**config.mk**
```make
export PLATFORM = sky130hd
export DESIGN_NAME = spi_ram_arbiter
export DESIGN_NICKNAME = d
export VERILOG_FILES = /design/src/rtl/spi_ram_pkg.sv /design/src/rtl/rr_arb2.sv /design/src/rtl/spi_ram_arbiter.sv
export SDC_FILE = /design/constraint.sdc
export NUM_CORES = 1
export LEC_CHECK = 0
export BUFFER_PORTS_ARGS = -buffer_cell sky130_fd_sc_hd__buf_2
export CELL_PAD_IN_SITES_DETAIL_PLACEMENT = 0
export CELL_PAD_IN_SITES_GLOBAL_PLACEMENT = 2
export CORE_ASPECT_RATIO = 1.2
export CORE_MARGIN = 1
export CORE_UTILIZATION = 36
export CTS_BUF_LIST = sky130_fd_sc_hd__clkbuf_2
export CTS_CLUSTER_DIAMETER = 100
export DETAILED_ROUTE_END_ITERATION = 8
export PLACE_DENSITY = 0.95
export SYNTH_ARGS = -nofsm -noshare
export SYNTH_HDL_FRONTEND = slang
export SYNTH_HIERARCHICAL = 1
export SYNTH_SLANG_ARGS = --single-unit
```
**constraint.sdc**
```tcl
create_clock -name clk -period 6 [get_ports clk]
set_clock_uncertainty 0.15 [all_clocks]
set_input_delay 1.2 -clock clk [delete_from_list [all_inputs] [get_ports clk]]
set_output_delay 1.2 -clock clk [all_outputs]
set_load 0.05 [all_outputs]
```
**src/rtl/spi_ram_pkg.sv**
```systemverilog
// Shared encodings for the SPI-to-RAM arbiter: command codes, FSM states, access owners.
package spi_ram_pkg;
  localparam logic [1:0] CMD_WR_ADDR = 2'b00;
  localparam logic [1:0] CMD_WR_DATA = 2'b01;
  localparam logic [1:0] CMD_RD_ADDR = 2'b10;
  localparam logic [1:0] CMD_RD_DATA = 2'b11;

  localparam logic [1:0] ST_IDLE   = 2'd0;
  localparam logic [1:0] ST_ACCESS = 2'd1;
  localparam logic [1:0] ST_RESP   = 2'd2;

  // Owner value doubles as the requester index into req/gnt.
  localparam logic OWN_SPI = 1'b0;
  localparam logic OWN_LOC = 1'b1;
endpackage

```
**src/rtl/rr_arb2.sv**
```systemverilog
// Two-requester round-robin arbiter; on a tie the requester that did not win last is granted.
module rr_arb2
  import spi_ram_pkg::*;
(
  input  logic       clk,
  input  logic       rst_n,
  input  logic [1:0] req,
  input  logic       advance,
  output logic [1:0] gnt,
  output logic       rr_last
);
  logic r_last;

  always_comb begin
    gnt = 2'b00;
    case (req)
      2'b01:   gnt = 2'b01;
      2'b10:   gnt = 2'b10;
      2'b11:   gnt = (r_last == OWN_LOC) ? 2'b01 : 2'b10;
      default: gnt = 2'b00;
    endcase
  end

  always_ff @(posedge clk) begin
    if (!rst_n) begin
      r_last <= OWN_LOC;
    end else if (advance && (gnt != 2'b00)) begin
      r_last <= gnt[OWN_LOC];
    end
  end

  assign rr_last = r_last;
endmodule

```
**src/rtl/spi_ram_arbiter.sv**
```systemverilog
// Decodes SPI slave command words into RAM accesses and shares the single-port RAM
// with a local requester; SPI read data is returned on spi_tx_data/spi_tx_valid.
module spi_ram_arbiter
  import spi_ram_pkg::*;
#(
  parameter int ADDR_W   = 8,
  parameter int DATA_W   = 8,
  parameter int AUTO_INC = 0
) (
  input  logic              clk,
  input  logic              rst_n,
  input  logic [9:0]        spi_rx_data,
  input  logic              spi_rx_valid,
  output logic [7:0]        spi_tx_data,
  output logic              spi_tx_valid,
  input  logic              loc_req,
  input  logic              loc_we,
  input  logic [ADDR_W-1:0] loc_addr,
  input  logic [DATA_W-1:0] loc_wdata,
  output logic              loc_gnt,
  output logic [DATA_W-1:0] loc_rdata,
  output logic              loc_rvalid,
  output logic              ram_en,
  output logic              ram_we,
  output logic [ADDR_W-1:0] ram_addr,
  output logic [DATA_W-1:0] ram_wdata,
  input  logic [DATA_W-1:0] ram_rdata,
  output logic              err_overrun,
  output logic              err_rd_noaddr
);
  logic [1:0]        r_state;
  logic              r_rx_vld_d;
  logic [ADDR_W-1:0] r_wr_addr, r_rd_addr;
  logic              r_rd_addr_ok;
  logic              r_pend_vld, r_pend_we;
  logic [ADDR_W-1:0] r_pend_addr;
  logic [DATA_W-1:0] r_pend_wdata;
  logic              r_ram_en, r_ram_we;
  logic [ADDR_W-1:0] r_ram_addr;
  logic [DATA_W-1:0] r_ram_wdata;
  logic [7:0]        r_tx_data;
  logic              r_tx_vld;
  logic [DATA_W-1:0] r_loc_rdata;
  logic              r_loc_rvalid;
  logic              r_err_ovr, r_err_noaddr;

  logic       w_edge, w_idle, w_q_wr, w_q_rd, w_queue, w_rr_last;
  logic [1:0] w_cmd, w_req, w_gnt;

  assign w_edge  = spi_rx_valid & ~r_rx_vld_d;
  assign w_cmd   = spi_rx_data[9:8];
  assign w_idle  = (r_state == ST_IDLE);
  assign w_q_wr  = w_edge & (w_cmd == CMD_WR_DATA);
  assign w_q_rd  = w_edge & (w_cmd == CMD_RD_DATA) & r_rd_addr_ok;
  assign w_queue = w_q_wr | w_q_rd;
  assign w_req   = {loc_req, r_pend_vld} & {2{w_idle & rst_n}};

  // After a grant rr_last names the winner, so it also identifies the owner in ACCESS/RESP.
  rr_arb2 u_arb (
    .clk     (clk),
    .rst_n   (rst_n),
    .req     (w_req),
    .advance (w_idle),
    .gnt     (w_gnt),
    .rr_last (w_rr_last)
  );

  always_ff @(posedge clk) begin
    if (!rst_n) begin
      r_state      <= ST_IDLE;
      r_rx_vld_d   <= 1'b0;
      r_wr_addr    <= '0;
      r_rd_addr    <= '0;
      r_rd_addr_ok <= 1'b0;
      r_pend_vld   <= 1'b0;
      r_pend_we    <= 1'b0;
      r_pend_addr  <= '0;
      r_pend_wdata <= '0;
      r_ram_en     <= 1'b0;
      r_ram_we     <= 1'b0;
      r_ram_addr   <= '0;
      r_ram_wdata  <= '0;
      r_tx_data    <= '0;
      r_tx_vld     <= 1'b0;
      r_loc_rdata  <= '0;
      r_loc_rvalid <= 1'b0;
      r_err_ovr    <= 1'b0;
      r_err_noaddr <= 1'b0;
    end else begin
      r_rx_vld_d   <= spi_rx_valid;
      r_ram_en     <= 1'b0;
      r_ram_we     <= 1'b0;
      r_loc_rvalid <= 1'b0;

      case (r_state)
        ST_IDLE: begin
          if (w_gnt != 2'b00) begin
            r_state  <= ST_ACCESS;
            r_ram_en <= 1'b1;
            if (w_gnt[OWN_LOC]) begin
              r_ram_we    <= loc_we;
              r_ram_addr  <= loc_addr;
              r_ram_wdata <= loc_wdata;
            end else begin
              r_ram_we    <= r_pend_we;
              r_ram_addr  <= r_pend_addr;
              r_ram_wdata <= r_pend_wdata;
            end
          end
        end
        ST_ACCESS: r_state <= r_ram_we ? ST_IDLE : ST_RESP;
        ST_RESP: begin
          r_state <= ST_IDLE;
          if (w_rr_last == OWN_SPI) begin
            r_tx_data <= ram_rdata;
            r_tx_vld  <= 1'b1;
          end else begin
            r_loc_rdata  <= ram_rdata;
            r_loc_rvalid <= 1'b1;
          end
        end
        default: r_state <= ST_IDLE;
      endcase

      if (w_gnt[OWN_SPI]) r_pend_vld <= 1'b0;
      if (w_queue) begin
        r_pend_vld   <= 1'b1;
        r_pend_we    <= w_q_wr;
        r_pend_addr  <= w_q_wr ? r_wr_addr : r_rd_addr;
        r_pend_wdata <= spi_rx_data[DATA_W-1:0];
        if (r_pend_vld && !w_gnt[OWN_SPI]) r_err_ovr <= 1'b1;
      end

      if (w_edge) begin
        r_tx_vld <= 1'b0;
        case (w_cmd)
          CMD_WR_ADDR: r_wr_addr <= spi_rx_data[ADDR_W-1:0];
          CMD_WR_DATA: if (AUTO_INC != 0) r_wr_addr <= r_wr_addr + ADDR_W'(1);
          CMD_RD_ADDR: begin
            r_rd_addr    <= spi_rx_data[ADDR_W-1:0];
            r_rd_addr_ok <= 1'b1;
          end
          CMD_RD_DATA: begin
            if (r_rd_addr_ok) begin
              r_rd_addr_ok <= 1'b0;
              if (AUTO_INC != 0) r_rd_addr <= r_rd_addr + ADDR_W'(1);
            end else begin
              r_err_noaddr <= 1'b1;
            end
          end
        endcase
      end
    end
  end

  assign loc_gnt       = w_gnt[OWN_LOC];
  assign ram_en        = r_ram_en;
  assign ram_we        = r_ram_we;
  assign ram_addr      = r_ram_addr;
  assign ram_wdata     = r_ram_wdata;
  assign spi_tx_data   = r_tx_data;
  assign spi_tx_valid  = r_tx_vld;
  assign loc_rdata     = r_loc_rdata;
  assign loc_rvalid    = r_loc_rvalid;
  assign err_overrun   = r_err_ovr;
  assign err_rd_noaddr = r_err_noaddr;
endmodule

```
## Word level (Yosys, flattened, before mapping)

Index checks and enable logic that the tools add are counted.

| word-level totals | value |
|---|---|
| bits in registers | 77 |

| cells by class | value |
|---|---|
| reductions and logical operators | 20 |
| bitwise gates (word level) | 11 |
| multiplexer cells | 14 |
| equality and inequality tests | 9 |

Operators by type and width:

| operator | number |
|---|---|
| two-way mux 8 bit | 3 |
| AND reduction 2 bit | 9 |
| equality test 2 bit (second input constant) | 5 |
| equality test 2 x 1 -> 1 bit (second input constant) | 3 |
| two-way mux 2 bit | 3 |
| case mux 2 bit (3 select lines) | 1 |
| AND reduction 3 bit | 2 |
| nonzero test 2 bit | 3 |
| AND 1 bit | 5 |
| two-way mux 1 bit | 5 |
| logical NOT 2 bit | 2 |
| NOT 1 bit | 4 |
| case mux 2 bit (2 select lines) | 1 |
| AND 2 bit | 1 |
| logical AND 1 bit | 2 |
| != test 2 bit (second input constant) | 1 |
| case mux 1 bit (2 select lines) | 1 |
| OR reduction 2 bit | 1 |
| logical NOT 1 bit | 1 |
| OR 1 bit | 1 |

## Depth between registers and ports, before layout

| logic depth | value |
|---|---|
| depth after elaboration | 8 |
| mapped depth | 11 |
| mapped depth without buffers | 6 |

## Hierarchy

Netlist, hierarchy kept.

By module, submodules not included:

| module | cells an instance | sequential area each (µm²) | area an instance (µm²) | times used |
|---|---|---|---|---|
| spi_ram_arbiter | 297 | 1521.5 | 3027.9 | 1 |
| rr_arb2 | 7 | 20.0 | 58.8 | 1 |

## Worst setup path before layout

No wires, ideal clock.

| timing path | value |
|---|---|
| kind | input to output |
| from | input port rst_n |
| to | output port loc_gnt |
| setup slack | 1.588 ns |
| required time | 4.650 ns |
| cell stages on the path | 4 |
| arrival | 3.062 ns |
| path through | buf_2 clkbuf_1 and3_1 a21boi_0 |

| between the ends | value |
|---|---|
| cells in the longest elaborated chain, start to end | 4 |

Ends and longest elaborated chain:

| element | RTL line | source |
|---|---|---|
| start, declared | spi_ram_arbiter.sv:11 | `input logic rst_n,` |
| AND 1 bit * | spi_ram_arbiter.sv:56 | `assign w_req = {loc_req, r_pend_vld} & {2{w_idle & rst_n}};` |
| AND 2 bit * | spi_ram_arbiter.sv:56 |  |
| net w_req[1] | spi_ram_arbiter.sv:48 | `logic [1:0] w_cmd, w_req, w_gnt;` |
| equality test 2 bit / equality test 2 x 1 -> 1 bit (equally long branches) | rr_arb2.sv:16 | `case (req)` |
| case mux 2 bit (3 select lines) * | rr_arb2.sv:16 |  |
| end, declared | spi_ram_arbiter.sv:20 | `output logic loc_gnt,` |

Mark *: on every way through the listed nets, which the timed path passes. The rest lies on a longest branch.

## Worst setup path after layout

Ends and elaborated chain as after synthesis.

==> flow_summary.ini <==
[placed_design]
portBuffers = 77
hpwl_um = 4700
routabilityCongestion = 0.756

[grt]
grt_pass1_wl_um = 10600
grtUsageMet3_pct = 4.84
busiest_layer = met2
grtUsageMet1_pct = 20.0
grt_pass1_vias = 2180
grt_max_degree = 54
gr-total-overflow = 0
track_usage_pct = 15.8
grtUsageMet2_pct = 24.7
antenna_found_initial = 0

[logic_synthesis]
synth_seq_cells = 77
synth-async-reset-ratio_pct = 0
ys_top_cells_by_count = dfxtp_1, mux2i_1, nor2_1
syn_avg_cell_area_um2 = 10.2
synth_nets = 343
synth_cell_type_count = 35
syn-cell-area_um2 = 3090
yosysTopAreaCellShare_pct = 49.9
synth_edf_count = 0
yosysWarnings = 6
yosysMostFrequentCell = dfxtp_1
syn_inst = 304
ys_top_cells_by_area = dfxtp_1, mux2i_1, a211oi_2, a21oi_1, nand3b_1
synth_seq_area_share_pct = 49.9
synth_flop_cell = dfxtp_1
yosysTopAreaCell = dfxtp_1

[detailed_routing]
ant_nets = 0
firstDrtPassIters = 4
dr_total_vias = 2402
drt_iter0_drc = 76
drt-total-wl_um = 6740
routedWlPerCell_um = 13.9
viasPerCell = 4.94
drc = 0

[floorplanning]
ioPinCount = 78
initial_core_util_pct = 37.7
die_width_um = 86.5
die_y_um = 103
die-area_um2 = 8950
rows = 36
core-area_um2 = 8200

[critical_path]
worstSetupPathType = input pin to output pin
critPathCaptureType = output pin
cp.arrival_ns = 2.66
crit_fanout = 53
critPathLaunchType = input pin
cp.required_ns = 4.65

[pwr]
power_density_nw_per_um2 = 274
p_comb_share_pct = 16.8
p_int_mw = 0.684
p_sw_mw = 0.300
power.share.clock_pct = 27.2
p_seq_share_pct = 56.0
vdd_drop_max_uv = 97.1
leakage_nw = 1.50
switching_share_pct = 30.5

[clock_tree]
cts.sinks = 77
cts_tree = done
cts_max_level = 3
clock_path_buffers = 2
root_buffer = clkbuf_2
holdBufCountCts = 0
clk_latency_ns = 0.52
numCtsBuffers = 9
post_cts.repair.setup_buffers = 0
cts.clk_slew.worst_paths_ns = 0.19
cts_resized = 0

[finish]
nFillCells = 864
layout-drive-gt1-share_pct = 30.1
antennaDiodeCount = 0
final_nets = 406
area_delta_synth_final_pct = 16.5
utilization_pct = 43.8

[timing]
slew_headroom_pct = 37.9
final_max_slew_viol_count = 0
tns_ns = 0
setup_viol = 0
hold_viol = 0
final.min_clock_period_ns = 4.01
rsz0062_at_grt = false
min_period_over_period_pct = 66.8
fmax_mhz = 249
worst_slew_pin_slew_ns = 0.928

[job]
max_cap_violations = 0

[status]
outcome = finished clean

[worst_hold_path]
hp-class = flip-flop to flip-flop
final timing paths:
path               from            to  slack, ns  cells after the start
max               rst_n       loc_gnt       1.99                      4
min              ram_we    r_state[1]       0.30                      1
max reg2reg  r_state[0]  ram_wdata[1]       3.24                      8
min reg2reg      ram_we    r_state[1]       0.30                      1
state kept, by name, summed over array words and instances, names as in the netlist, 2 cells and up:
signal	flops
r_state	2
r_wr_addr	8
r_rd_addr	8
r_pend_addr	8
spi_tx_data	8
ram_addr	8
loc_rdata	8
r_pend_wdata	8
ram_wdata	8
through the flow:
stage               cell area (um^2)  cells  setup WS (ns)  hold WS (ns)  total power, mW
global route                    3590    486           1.86         0.329             1.03
global placement                3490    470           2.01         0.282            0.725
CTS                             3590    486           2.01         0.306            0.999
finish                          3590    486           1.99         0.303            0.984
floorplan                       3090    304           1.59         0.284            0.688
detailed placement              3490    470           1.96         0.287            0.728
power groups by stage:
stage | registers [mW] | logic, mW | clock network, mW
floorplan | 0.602 | 0.0861 | 0
global placement | 0.561 | 0.164 | 0
detailed placement | 0.562 | 0.166 | 0
CTS | 0.551 | 0.167 | 0.281
global route | 0.554 | 0.179 | 0.298
finish | 0.551 | 0.165 | 0.268
cell usage in the layout, fill, tap and decap left out, types with 2 or more instances in the layout:
cell and count:
nand3b_1 11, a211oi_2 10, and3_1 5, nor2b_1 2, nor2_1 19, clkinv_2 4
a21oi_1 18, mux2i_1 41, nand3_1 16, inv_1 3, a211oi_1 6, buf_2 77
buf_4 2, o211ai_1 9, o21a_1 2, nand2_1 18, clkbuf_2 10, dfxtp_1 77
o21ai_0 16, a2bb2oi_1 8
routing by layer:
metal	share of wire, %	vias to the layer above
li1	-	1214
met1	47	1127
met2	47	52
met3	4.7	9
met4	1.9	0
met5	0	-
cell families (layout without fill, tap and decap cells):
logic type,after synthesis,count (layout),synth area share [%]
buf+inv,31,99,5.27
flops,77,77,49.9
simple gates,79,79,13.3
compound gates,76,76,18.2
mux,41,41,13.3
critical path, cell delays in order:
cell	delay, ns
buf_2	0.68
and3_1	0.32
a21boi_2	0.18
buf_2	0.27
final cells by class:
| cell class | count | area, um^2 | area share, % |
|---|---|---|---|
| flip-flops and latches | 77 | 1540 | 42.9 |
| multi-input cells | 196 | 1390 | 38.7 |
| repair buffers | 79 | 400 | 11.1 |
| well taps | 114 | 143 | 3.97 |
| clock inverters | 6 | 53.8 | 1.50 |
| clock buffers | 10 | 50.0 | 1.39 |
| inverters | 4 | 15.0 | 0.418 |
No activity file was read; power rests on OpenSTA's default activity.
